==> src/rtl/fifo_pkg.sv <==
// Shared FIFO types and elaboration helpers.
// Latency: n/a (constants and constant functions only).
// Backpressure: n/a.
package fifo_pkg;

    // STD registers the popped word one cycle after the read; FWFT shows the
    // head word combinationally and treats read_en as a pop.
    typedef enum logic {
        FIFO_STD  = 1'b0,
        FIFO_FWFT = 1'b1
    } fifo_mode_t;

    // Address bits needed to index DEPTH entries.
    function automatic int addr_width(input int depth);
        return $clog2(depth);
    endfunction

    // Pointer width: address bits plus one wrap bit so full and empty can be told apart.
    function automatic int ptr_width(input int depth);
        return $clog2(depth) + 1;
    endfunction

    function automatic bit is_pow2(input int value);
        return (value >= 2) && ((value & (value - 1)) == 0);
    endfunction

endpackage

==> src/rtl/sync_fifo_pro_if.sv <==
// Handshake/data bundle between a FIFO user (master) and sync_fifo_pro (slave).
// Latency: n/a (wires only).
// Backpressure: the master must honour full/empty; the FIFO drops and flags any violation.
// Ports: clear, data_in, write_en, read_en from the master; data_out, read_valid,
// status flags, count and sticky error flags from the FIFO.
interface sync_fifo_pro_if
    import fifo_pkg::*;
#(
    parameter int WIDTH = 32,
    parameter int DEPTH = 16
) ();

    localparam int CW = ptr_width(DEPTH);

    logic             clear;
    logic [WIDTH-1:0] data_in;
    logic             write_en;
    logic             read_en;
    logic [WIDTH-1:0] data_out;
    logic             read_valid;
    logic             full;
    logic             empty;
    logic             almost_full;
    logic             almost_empty;
    logic [CW-1:0]    count;
    logic             overflow;
    logic             underflow;

    modport master (
        output clear, data_in, write_en, read_en,
        input  data_out, read_valid, full, empty, almost_full, almost_empty,
               count, overflow, underflow
    );

    modport slave (
        input  clear, data_in, write_en, read_en,
        output data_out, read_valid, full, empty, almost_full, almost_empty,
               count, overflow, underflow
    );

endinterface

==> src/rtl/fifo_mem.sv <==
// WIDTH x DEPTH storage: one synchronous write port, one asynchronous read port.
// Latency: write visible on the read port the cycle after the write edge; read is combinational.
// Backpressure: none; the owner decides when a write is legal. Contents are never reset.
// Ports: clk; wr_en/wr_addr/wr_data write port; rd_addr in, rd_data out.
module fifo_mem #(
    parameter int WIDTH = 32,
    parameter int DEPTH = 16,
    parameter int AW    = $clog2(DEPTH)
) (
    input  logic             clk,
    input  logic             wr_en,
    input  logic [AW-1:0]    wr_addr,
    input  logic [WIDTH-1:0] wr_data,
    input  logic [AW-1:0]    rd_addr,
    output logic [WIDTH-1:0] rd_data
);

    logic [WIDTH-1:0] mem_q [DEPTH];

    always_ff @(posedge clk) begin
        if (wr_en) begin
            mem_q[wr_addr] <= wr_data;
        end
    end

    assign rd_data = mem_q[rd_addr];

endmodule

==> src/rtl/sync_fifo_pro.sv <==
// Single-clock FIFO with status flags, sticky error flags, and STD or FWFT read mode.
// Latency: STD data_out one cycle after an accepted read; FWFT head word visible the cycle after its write.
// Backpressure: writes refused while full, reads refused while empty; refused requests set overflow/underflow.
// Ports: clk, async_rst (asynchronous, active-high) plus the sync_fifo_pro_if slave bundle.
module sync_fifo_pro
    import fifo_pkg::*;
#(
    parameter int         WIDTH    = 32,
    parameter int         DEPTH    = 16,
    parameter int         AF_LEVEL = DEPTH - 2,
    parameter int         AE_LEVEL = 2,
    parameter fifo_mode_t MODE     = FIFO_STD
) (
    input  logic           clk,
    input  logic           async_rst,
    sync_fifo_pro_if.slave bus
);

    localparam int AW = addr_width(DEPTH);
    localparam int PW = ptr_width(DEPTH);

    // Pointers that differ in the wrap bit alone mean the FIFO is full; since
    // DEPTH is a power of two that difference is exactly DEPTH.
    localparam logic [PW-1:0] PTR_WRAP = PW'(DEPTH);
    localparam logic [PW-1:0] AF_L     = PW'(AF_LEVEL);
    localparam logic [PW-1:0] AE_L     = PW'(AE_LEVEL);

    // Elaboration-time parameter sanity.
    if (WIDTH < 1) begin : g_chk_width
        $error("sync_fifo_pro: WIDTH must be >= 1");
    end
    if (!is_pow2(DEPTH)) begin : g_chk_depth
        $error("sync_fifo_pro: DEPTH must be a power of two >= 2");
    end
    if (AF_LEVEL < 0 || AF_LEVEL > DEPTH) begin : g_chk_af
        $error("sync_fifo_pro: AF_LEVEL must lie in 0..DEPTH");
    end
    if (AE_LEVEL < 0 || AE_LEVEL >= DEPTH) begin : g_chk_ae
        $error("sync_fifo_pro: AE_LEVEL must lie in 0..DEPTH-1");
    end

    logic [PW-1:0]    wr_ptr_q, wr_ptr_d;
    logic [PW-1:0]    rd_ptr_q, rd_ptr_d;
    logic             overflow_q, overflow_d;
    logic             underflow_q, underflow_d;
    logic             read_valid_q, read_valid_d;
    logic [WIDTH-1:0] data_out_q, data_out_d;

    logic [PW-1:0]    count_w;
    logic             full_w;
    logic             empty_w;
    logic             wr_acc;
    logic             rd_acc;
    logic             mem_wr_en;
    logic [WIDTH-1:0] mem_rd_data;

    // Status is a pure function of the registered pointers.
    always_comb begin
        count_w = wr_ptr_q - rd_ptr_q;
        full_w  = (wr_ptr_q ^ rd_ptr_q) == PTR_WRAP;
        empty_w = (wr_ptr_q == rd_ptr_q);
    end

    // Acceptance uses pre-edge flags, so a read in the same cycle never makes
    // room for a write into a full FIFO.
    assign wr_acc    = bus.write_en & ~full_w;
    assign rd_acc    = bus.read_en  & ~empty_w;
    // A write coinciding with clear is discarded, never stored.
    assign mem_wr_en = wr_acc & ~bus.clear;

    always_comb begin
        wr_ptr_d     = wr_ptr_q;
        rd_ptr_d     = rd_ptr_q;
        overflow_d   = overflow_q;
        underflow_d  = underflow_q;
        read_valid_d = 1'b0;
        data_out_d   = data_out_q;

        if (bus.clear) begin
            // Flush wins over any request this cycle; the STD output word is kept.
            wr_ptr_d    = '0;
            rd_ptr_d    = '0;
            overflow_d  = 1'b0;
            underflow_d = 1'b0;
        end else begin
            if (wr_acc) begin
                wr_ptr_d = wr_ptr_q + 1'b1;
            end
            if (rd_acc) begin
                rd_ptr_d     = rd_ptr_q + 1'b1;
                read_valid_d = 1'b1;
                data_out_d   = mem_rd_data;
            end
            overflow_d  = overflow_q  | (bus.write_en & full_w);
            underflow_d = underflow_q | (bus.read_en  & empty_w);
        end
    end

    always_ff @(posedge clk or posedge async_rst) begin
        if (async_rst) begin
            wr_ptr_q     <= '0;
            rd_ptr_q     <= '0;
            overflow_q   <= 1'b0;
            underflow_q  <= 1'b0;
            read_valid_q <= 1'b0;
            data_out_q   <= '0;
        end else begin
            wr_ptr_q     <= wr_ptr_d;
            rd_ptr_q     <= rd_ptr_d;
            overflow_q   <= overflow_d;
            underflow_q  <= underflow_d;
            read_valid_q <= read_valid_d;
            data_out_q   <= data_out_d;
        end
    end

    fifo_mem #(
        .WIDTH (WIDTH),
        .DEPTH (DEPTH),
        .AW    (AW)
    ) u_mem (
        .clk     (clk),
        .wr_en   (mem_wr_en),
        .wr_addr (wr_ptr_q[AW-1:0]),
        .wr_data (bus.data_in),
        .rd_addr (rd_ptr_q[AW-1:0]),
        .rd_data (mem_rd_data)
    );

    // FWFT shows the head word directly and forces zero when nothing is stored,
    // so stale memory never leaks out.
    always_comb begin
        if (MODE == FIFO_FWFT) begin
            bus.data_out   = empty_w ? '0 : mem_rd_data;
            bus.read_valid = ~empty_w;
        end else begin
            bus.data_out   = data_out_q;
            bus.read_valid = read_valid_q;
        end
    end

    assign bus.count        = count_w;
    assign bus.full         = full_w;
    assign bus.empty        = empty_w;
    assign bus.almost_full  = (count_w >= AF_L);
    assign bus.almost_empty = (count_w <= AE_L);
    assign bus.overflow     = overflow_q;
    assign bus.underflow    = underflow_q;

endmodule

==> src/flat_wrapper.sv <==
// flat-port wrapper written by rule: the top's interface ports become plain ports
module sync_fifo_pro_flat import fifo_pkg::*;
#(
    parameter int         WIDTH    = 32,
    parameter int         DEPTH    = 16,
    parameter int         AF_LEVEL = DEPTH - 2,
    parameter int         AE_LEVEL = 2,
    parameter fifo_mode_t MODE     = FIFO_STD
)
  (clk, async_rst, bus_clear, bus_data_in, bus_write_en, bus_read_en, bus_data_out, bus_read_valid, bus_full, bus_empty, bus_almost_full, bus_almost_empty, bus_count, bus_overflow, bus_underflow);
  sync_fifo_pro_if #(.WIDTH(WIDTH), .DEPTH(DEPTH)) bus_i ();
  input  logic clk;
  input  logic async_rst;
  input wire logic [$bits(bus_i.clear)-1:0] bus_clear;
  input wire logic [$bits(bus_i.data_in)-1:0] bus_data_in;
  input wire logic [$bits(bus_i.write_en)-1:0] bus_write_en;
  input wire logic [$bits(bus_i.read_en)-1:0] bus_read_en;
  output wire logic [$bits(bus_i.data_out)-1:0] bus_data_out;
  output wire logic [$bits(bus_i.read_valid)-1:0] bus_read_valid;
  output wire logic [$bits(bus_i.full)-1:0] bus_full;
  output wire logic [$bits(bus_i.empty)-1:0] bus_empty;
  output wire logic [$bits(bus_i.almost_full)-1:0] bus_almost_full;
  output wire logic [$bits(bus_i.almost_empty)-1:0] bus_almost_empty;
  output wire logic [$bits(bus_i.count)-1:0] bus_count;
  output wire logic [$bits(bus_i.overflow)-1:0] bus_overflow;
  output wire logic [$bits(bus_i.underflow)-1:0] bus_underflow;
  assign bus_i.clear = bus_clear;
  assign bus_i.data_in = bus_data_in;
  assign bus_i.write_en = bus_write_en;
  assign bus_i.read_en = bus_read_en;
  assign bus_data_out = bus_i.data_out;
  assign bus_read_valid = bus_i.read_valid;
  assign bus_full = bus_i.full;
  assign bus_empty = bus_i.empty;
  assign bus_almost_full = bus_i.almost_full;
  assign bus_almost_empty = bus_i.almost_empty;
  assign bus_count = bus_i.count;
  assign bus_overflow = bus_i.overflow;
  assign bus_underflow = bus_i.underflow;
  sync_fifo_pro #(.WIDTH(WIDTH), .DEPTH(DEPTH), .AF_LEVEL(AF_LEVEL), .AE_LEVEL(AE_LEVEL), .MODE(MODE)) u_core (.clk(clk), .async_rst(async_rst), .bus(bus_i));
endmodule
==> config.mk <==
export PLATFORM = sky130hd
export DESIGN_NAME = sync_fifo_pro_flat
export DESIGN_NICKNAME = d
export VERILOG_FILES = /design/src/rtl/fifo_pkg.sv /design/src/rtl/sync_fifo_pro_if.sv /design/src/rtl/fifo_mem.sv /design/src/rtl/sync_fifo_pro.sv /design/src/flat_wrapper.sv
export SDC_FILE = /design/constraint.sdc
export NUM_CORES = 1
export LEC_CHECK = 0
export ABC_AREA = 1
export CAP_MARGIN = 20
export CORE_MARGIN = 10
export CORE_UTILIZATION = 53
export DETAILED_ROUTE_END_ITERATION = 16
export GPL_TIMING_DRIVEN = 0
export PLACE_DENSITY_LB_ADDON = 0.25
export SLEW_MARGIN = 20
export SYNTH_ARGS = -nofsm -noshare
export SYNTH_HDL_FRONTEND = slang
export SYNTH_SLANG_ARGS = --single-unit
==> constraint.sdc <==
create_clock -name clk -period 5.7 [get_ports clk]
set_clock_uncertainty 0.05 [all_clocks]
set_input_delay 1.14 -clock clk [delete_from_list [all_inputs] [get_ports clk]]
set_output_delay 1.14 -clock clk [all_outputs]
set_load 0.005 [all_outputs]
=== After elaboration in Yosys (flattened, before gate mapping) ===
Memories as Yosys holds them, arrays and structs flattened. A register that Yosys moved wholly into a read port is not among the register bits.
Index checks and enable logic that the tools add are counted.
Widths: inputs -> output; s select.

* Bitwise gates (word level): 11
* Magnitude comparators: 2
* $add $sub $neg: 3
* Multiplexer cells: 10
* Reductions and logical operators: 3
* Equality and inequality tests: 2

{| class="wikitable"
|+ Operators by type and width
! cell !! number
|-
| $mux 5 || 4
|-
| $add 5x1->5 const B || 2
|-
| $mux 1 || 6
|-
| $and 1x1->1 || 5
|-
| $eq 5x5->1 || 1
|-
| $eq 5x5->1 const B || 1
|-
| $ge 5x4->1 const B || 1
|-
| $le 5x2->1 const B || 1
|-
| $sub 5x5->5 || 1
|-
| $xor 5x5->5 || 1
|-
| $reduce_bool 2->1 || 2
|-
| $not 1->1 || 3
|-
| $or 1x1->1 || 2
|-
| $reduce_and 2->1 || 1
|}

* RAM bits: 512
* Memories kept: 1
* Word-level logic and storage cells: 37
* Bits in registers: 13

{| class="wikitable"
|+ Memories
! memory !! words !! width !! read ports !! clocked after Yosys merged registers in !! wr ports !! RTL line !! text
|-
| u_core.u_mem.mem_q || 16 || 32 || 1 || 1 || 1 || fifo_mem.sv:18 || <nowiki>logic [WIDTH-1:0] mem_q [DEPTH];</nowiki>
|}

=== Logic depth before layout (Yosys ltp) ===
Gate-level depths: netlist (run 1).

* Depth in word-level cells: 7
* Mapped depth: 13

=== Hierarchy ===
A second synthesis (run 1) with hierarchy kept.

* Cells, all modules: 2,368
* Area, all modules: 24,382.1 um2

{| class="wikitable"
|+ By module, submodules not included
! module !! area each (um2) !! cells an instance !! sequential area each (um2) !! instances
|-
| fifo_mem || 22,089.9 || 2,088 || 15,374.7 || 1
|-
| sync_fifo_pro || 2,292.2 || 280 || 1,126.1 || 1
|}

=== Worst setup path before layout (run 1) ===
OpenSTA, ideal clock, no wires.

* Path kind: register to register
* Start point: reg u_core.rd_ptr_q[2]
* End point: mem u_core.u_mem.mem_q[3][0], enable pin
* Period minus slack after synthesis: 4.489 ns
* Path slack: 1.211 ns
* Library setup time: 0.461 ns
* Arrival time: 3.978 ns
* Buffers on the path: 3
* Cell stages (with the launch flop): 13
* Cell sequence: dfrtp_1 > clkbuf_1 > inv_1 > buf_2 > buf_2 > ha_1 > nand4_1 > inv_1 > nand2_1 > nand2_2 > nor2_2 > inv_1 > nor3_1

* Word-level cells in the longest chain between the ends: 7

{| class="wikitable"
|+ RTL lines
! what !! RTL line !! text
|-
| start: declaration || sync_fifo_pro.sv:43 || <nowiki>logic [PW-1:0] rd_ptr_q, rd_ptr_d;</nowiki>
|-
| start signal: assignment || sync_fifo_pro.sv:109 || <nowiki>rd_ptr_q <= rd_ptr_d;</nowiki>
|-
| $xor 5x5->5 || sync_fifo_pro.sv:60 || <nowiki>full_w = (wr_ptr_q ^ rd_ptr_q) == PTR_WRAP;</nowiki>
|-
| $eq 5x5->1 || sync_fifo_pro.sv:60 ||
|-
| $not 1->1 || sync_fifo_pro.sv:66 || <nowiki>assign wr_acc = bus.write_en & ~full_w;</nowiki>
|-
| $and 1x1->1 || sync_fifo_pro.sv:66 ||
|-
| $and 1x1->1 || sync_fifo_pro.sv:69 || <nowiki>assign mem_wr_en = wr_acc & ~bus.clear;</nowiki>
|-
| $mux 1 || fifo_mem.sv:21 || <nowiki>if (wr_en) begin</nowiki>
|-
| $mux 1 (implied by the code) || fifo_mem.sv:22 || <nowiki>mem_q[wr_addr] <= wr_data;</nowiki>
|-
| end: declaration || fifo_mem.sv:18 ||
|}

Every way passes these cells.

=== Worst setup path after layout (run 1) ===
* Start point: reg u_core.rd_ptr_q[3]
* End point: out bus_almost_empty

* Word-level cells in the longest chain between the ends: 2

{| class="wikitable"
|+ RTL lines
! what !! RTL line !! text
|-
| $sub 5x5->5 || sync_fifo_pro.sv:59 || <nowiki>count_w = wr_ptr_q - rd_ptr_q;</nowiki>
|-
| $le 5x2->1 || sync_fifo_pro.sv:146 || <nowiki>assign bus.almost_empty = (count_w <= AE_L);</nowiki>
|-
| end: declaration || flat_wrapper.sv:23 || <nowiki>output wire logic [$bits(bus_i.almost_empty)-1:0] bus_almost_empty;</nowiki>
|}

Every way passes these cells.

==> impl.org, run 1 <==
** Power
- Flop pwr share :: 0.467
- The share of total power dissipated in combinational logic is 0.175.
- Maximum VDD drop :: 0.268 mV
- In this run the power spent charging and discharging nets is 2.67 mW.
- Leakage :: 10.1 nW
- Switching fraction of total power :: 0.267
- The internal portion of the total power is 7.33 mW.
- Relative contribution of the clock network to total power :: 0.358
- P per Cell Area :: 376 nW/um2

** Status
- Run status :: complete, no violations

** Logic synthesis
- The synthesized netlist contains 30 unique library cells.
- Yosys instantiated no cell more often than nand2_1.
- Synthesized flop and latch total :: 557
- The share of synthesized area in the top cell type comes to 0.677.
- Of the synthesized area, sequential elements account for 0.726.
- Avg Synthesized Cell Area :: 11.7 um2
- Area of the mapped netlist :: 22700 um2
- Post-synth EDFFs :: 512
- Most numerous cell types in the synthesized netlist :: nand2_1, edfxtp_1, nand3_1
- Synth Net Count :: 1984
- Top cells by area, synth :: edfxtp_1, nand2_1, nand3_1
- The most used flip-flop cell after synthesis is edfxtp_1.
- Cell type with the largest total area after synthesis :: edfxtp_1
- Counting flops with an async set or reset pin after synthesis yields a share of 0.0808.
- Instance count of the mapped netlist :: 1937
- For this run, the number of Yosys warnings is 0.

** Clock tree
- The clock reaches the later pin of the worst-skew pair after 0.60 ns.
- The H-tree was split into 2 levels.
- The root buffer cell chosen for the clock tree is clkbuf_16.
- The longest clock path from root to sink contains 3 buffers.
- Hold bufs inserted after CTS :: 0
- CTS sink cnt :: 557
- Clock slew at the register clock pins of the worst setup and hold paths :: 0.06 ns
- Buffers inserted during clock tree synthesis total 55.
- After clock tree synthesis, the repair step resized 0 gates.
- CTS tree :: done
- Number of post-CTS setup repair buffers :: 0

** Floorplanning
- Die X :: 227 um
- The floorplan step defined a die boundary enclosing 51500 um2.
- Starting density of the core :: 0.539
- Die height :: 227 um
- During I/O placement, the number of pins put on the boundary was 81.
- # rows :: 75
- Area of the core :: 42100 um2

** Global route
- The first global-routing pass estimated 96700 um of wire.
- The number of global-route vias before repair came to 15600.
- The initial antenna violation count came to 0.
- For this run the aggregate overflow at the end of global routing stands at 0.
- Total Routing Usage GR :: 0.255
- Entering global routing, the biggest net connects 24 pins.

** Layout
- Relative to the synthesized area, the layout overhead comes to 17.1%.
- Final Util :: 0.632
- Share of post-route cells with drive strength above 1 :: 0.114
- Filler cell count in the final layout :: 3093
- Area of combinational cells with multiple inputs :: 5470 um2
- Ant. Diodes :: 0
- For this run, the post-layout net count is 2153.
- Final cell area excluding filler cells :: 26600 um2
- Registers take 16500 um2.
- Excluding fillers, the count of instances in the completed layout stands at 2690.

** STA
- In this run the tightest slew margin relative to its limit is 0.224.
- At the pin with the least slew margin, the transition time is 1.16 ns.
- Final Critical Period :: 4.83 ns
- For this run, the top clock speed supported by timing is 207 MHz.
- Of the available clock period, the critical path in the final layout requires 0.848.
- Setup repair after global routing left no endpoint under its margin.
- Final setup violation count :: 0
- The number of pins with negative max-slew slack in the final report was 0.
- On the final layout, the worst hold slack is 0.429 ns.
- For the final routed database, the setup TNS stands at 0 ns.
- The final count of hold timing violations was 0.

** Route
- Using the TritonRoute via totals, the vias-per-cell ratio works out to 5.90.
- DRT antenna net count :: 0
- The detailed router finished its first iteration with 2038 violations.
- Across all layers, the routed design uses 15900 vias.
- DRT Wirelength :: 65700 um
- In the routed design, unresolved DRC markers number 0.
- Average wire per standard cell :: 24.4 um
- Length of the first detailed-routing pass in iterations :: 5

** Place
- Total half-perimeter wirelength after legalization and detailed placement :: 42300 um
- Routability-driven placement finished with a final weighted congestion of 0.841.
- In this run the tool buffered the top-level ports with 80 buffer cells.
- In this run, placement finished with an instance count of 2588.
- Placed instance area :: 24800 um2

** Job
- Across the run, the number of max-cap violations was 0.

** Worst setup path
- For the worst flop-to-flop path, the logic depth is 12.
- Category of the worst setup path capture point :: output port
- Startpoint-to-endpoint class of the critical path :: reg2out
- Crit start category :: register
- Max Fanout on Critical Path :: 10
- In this run the worst setup path begins at u_core.rd_ptr_q[3].
- Data arrives at the worst endpoint at 3.64 ns.
- Critical path required time :: 4.51 ns
- Reg-to-reg startpoint :: u_core.rd_ptr_q[3]

** Worst hold path
- The worst hold path passes through 2 cells.
- In this run the worst hold path is classified as reg2reg.
- Min-delay src :: u_core.bus.data_out[1]
metrics by stage:
| stage | power (mW) | setup slack, ns |
|---|---|---|
| 2_1_floorplan | 5.69 | 1.21 |
| 3_3_place_gp | 6.43 | -2.28 |
| 3_5_place_dp | 6.48 | 1.56 |
| 4_1_cts | 10.0 | 0.951 |
| 5_1_grt | 10.3 | 0.697 |
| 6_report | 10.0 | 0.867 |
worst max-delay path: stages (launching register included):
cell	delay (ns)
dfrtp_1	0.31
buf_2	0.23
clkinv_1	0.48
buf_2	0.43
ha_1	0.40
a21oi_1	0.16
nand2_1	0.10
xnor2_1	0.24
nand2_1	0.07
nor2_1	0.09
clkdlybuf4s50_1	0.52
final timing paths:
| path | endpoint | slack, ns |
|---|---|---|
| worst max-delay path | bus_almost_empty | 0.87 |
| worst min-delay path | u_core.bus.data_out[1] | 0.43 |
| worst max register to register | u_core.u_mem.mem_q[14][25] | 1.57 |
| worst min register to register | u_core.bus.data_out[1] | 0.43 |
| max in group asynchronous | u_core.bus.data_out[31] | 4.27 |
| min in group asynchronous | u_core.bus.data_out[12] | 0.83 |
final cells by class:
cell class / count / share of cell area
buffer: 113 / 0.0288
clock buffer: 79 / 0.0608
clock inverter: 23 / 0.00635
inverter: 21 / 0.00334
multi-input combinational: 1246 / 0.206
sequential: 557 / 0.620
tap: 539 / 0.0253
timing repair buffer: 112 / 0.0495
metal layers:
metal	routed length, um	global-route usage	share of wire	vias up
met5	0	0	0	-
met4	2460	0.0993	0.038	0
met3	7440	0.0538	0.11	180
met2	31000	0.414	0.47	1017
met1	24800	0.333	0.38	7626
li1	-	-	-	7042
logic make-up after synthesis:
family          after synthesis  share of synthesized area
simple gates               1213                      0.223
flops                       557                      0.726
buf+inv                     134                     0.0375
compound gates               15                    0.00358
fa+ha+maj                    10                    0.00584
xor+xnor                      8                    0.00309
flip-flops by register name, indices dropped and copies added (netlist names):
register	count
u_core.bus.data_out	32
u_core.bus.overflow	1
u_core.bus.read_valid	1
u_core.bus.underflow	1
u_core.rd_ptr_q	5
u_core.u_mem.mem_q	512
u_core.wr_ptr_q	5
power by group through the flow:
stage	Combinational, mW	Sequential, mW	Clock (mW)
2_1_floorplan	0.928	4.76	0
3_3_place_gp	1.68	4.75	0
3_5_place_dp	1.73	4.75	0
4_1_cts	1.74	4.67	3.59
5_1_grt	1.91	4.68	3.76
6_report	1.75	4.67	3.58
cells in the final DEF (no fill, tap or decap), types with 3 or more instances in the layout:
cell               n
nor2_1             4
clkbuf_1          21
nor3_2             3
clkbuf_8          11
inv_1             15
ha_1               9
buf_12             9
buf_2             54
xnor2_1            3
buf_6             23
buf_4             37
clkinv_2          16
a21oi_1            5
nand3_1          393
clkdlybuf4s50_1   80
edfxtp_1         512
o21ai_0            5
xor2_1             5
nor2_4            13
clkbuf_16         57
clkinv_1           4
buf_16             8
dfrtp_1           45
nand2_1          792
nor3_1             3
No activity file was read; power rests on OpenSTA's default activity.
==> run 2: changes to the inputs <==
==> constraint.sdc (replaced) <==
create_clock -name clk -period 5 [get_ports clk]
set_clock_uncertainty 0.05 [all_clocks]
set_input_delay 1 -clock clk [delete_from_list [all_inputs] [get_ports clk]]
set_output_delay 1 -clock clk [all_outputs]
set_load 0.005 [all_outputs]
==> results of run 2 <==
Same layout as run 1 (identical final DEF). Status: complete, no violations.
Main changes from that run: setup slack after placement 1.56 ns -> 0.998 ns; setup slack after layout 0.867 ns -> 0.307 ns; register-to-register setup slack 1.57 ns -> 0.87 ns; total power 10.0 mW -> 11.4 mW; worst IR drop on VDD 0.268 mV -> 0.306 mV
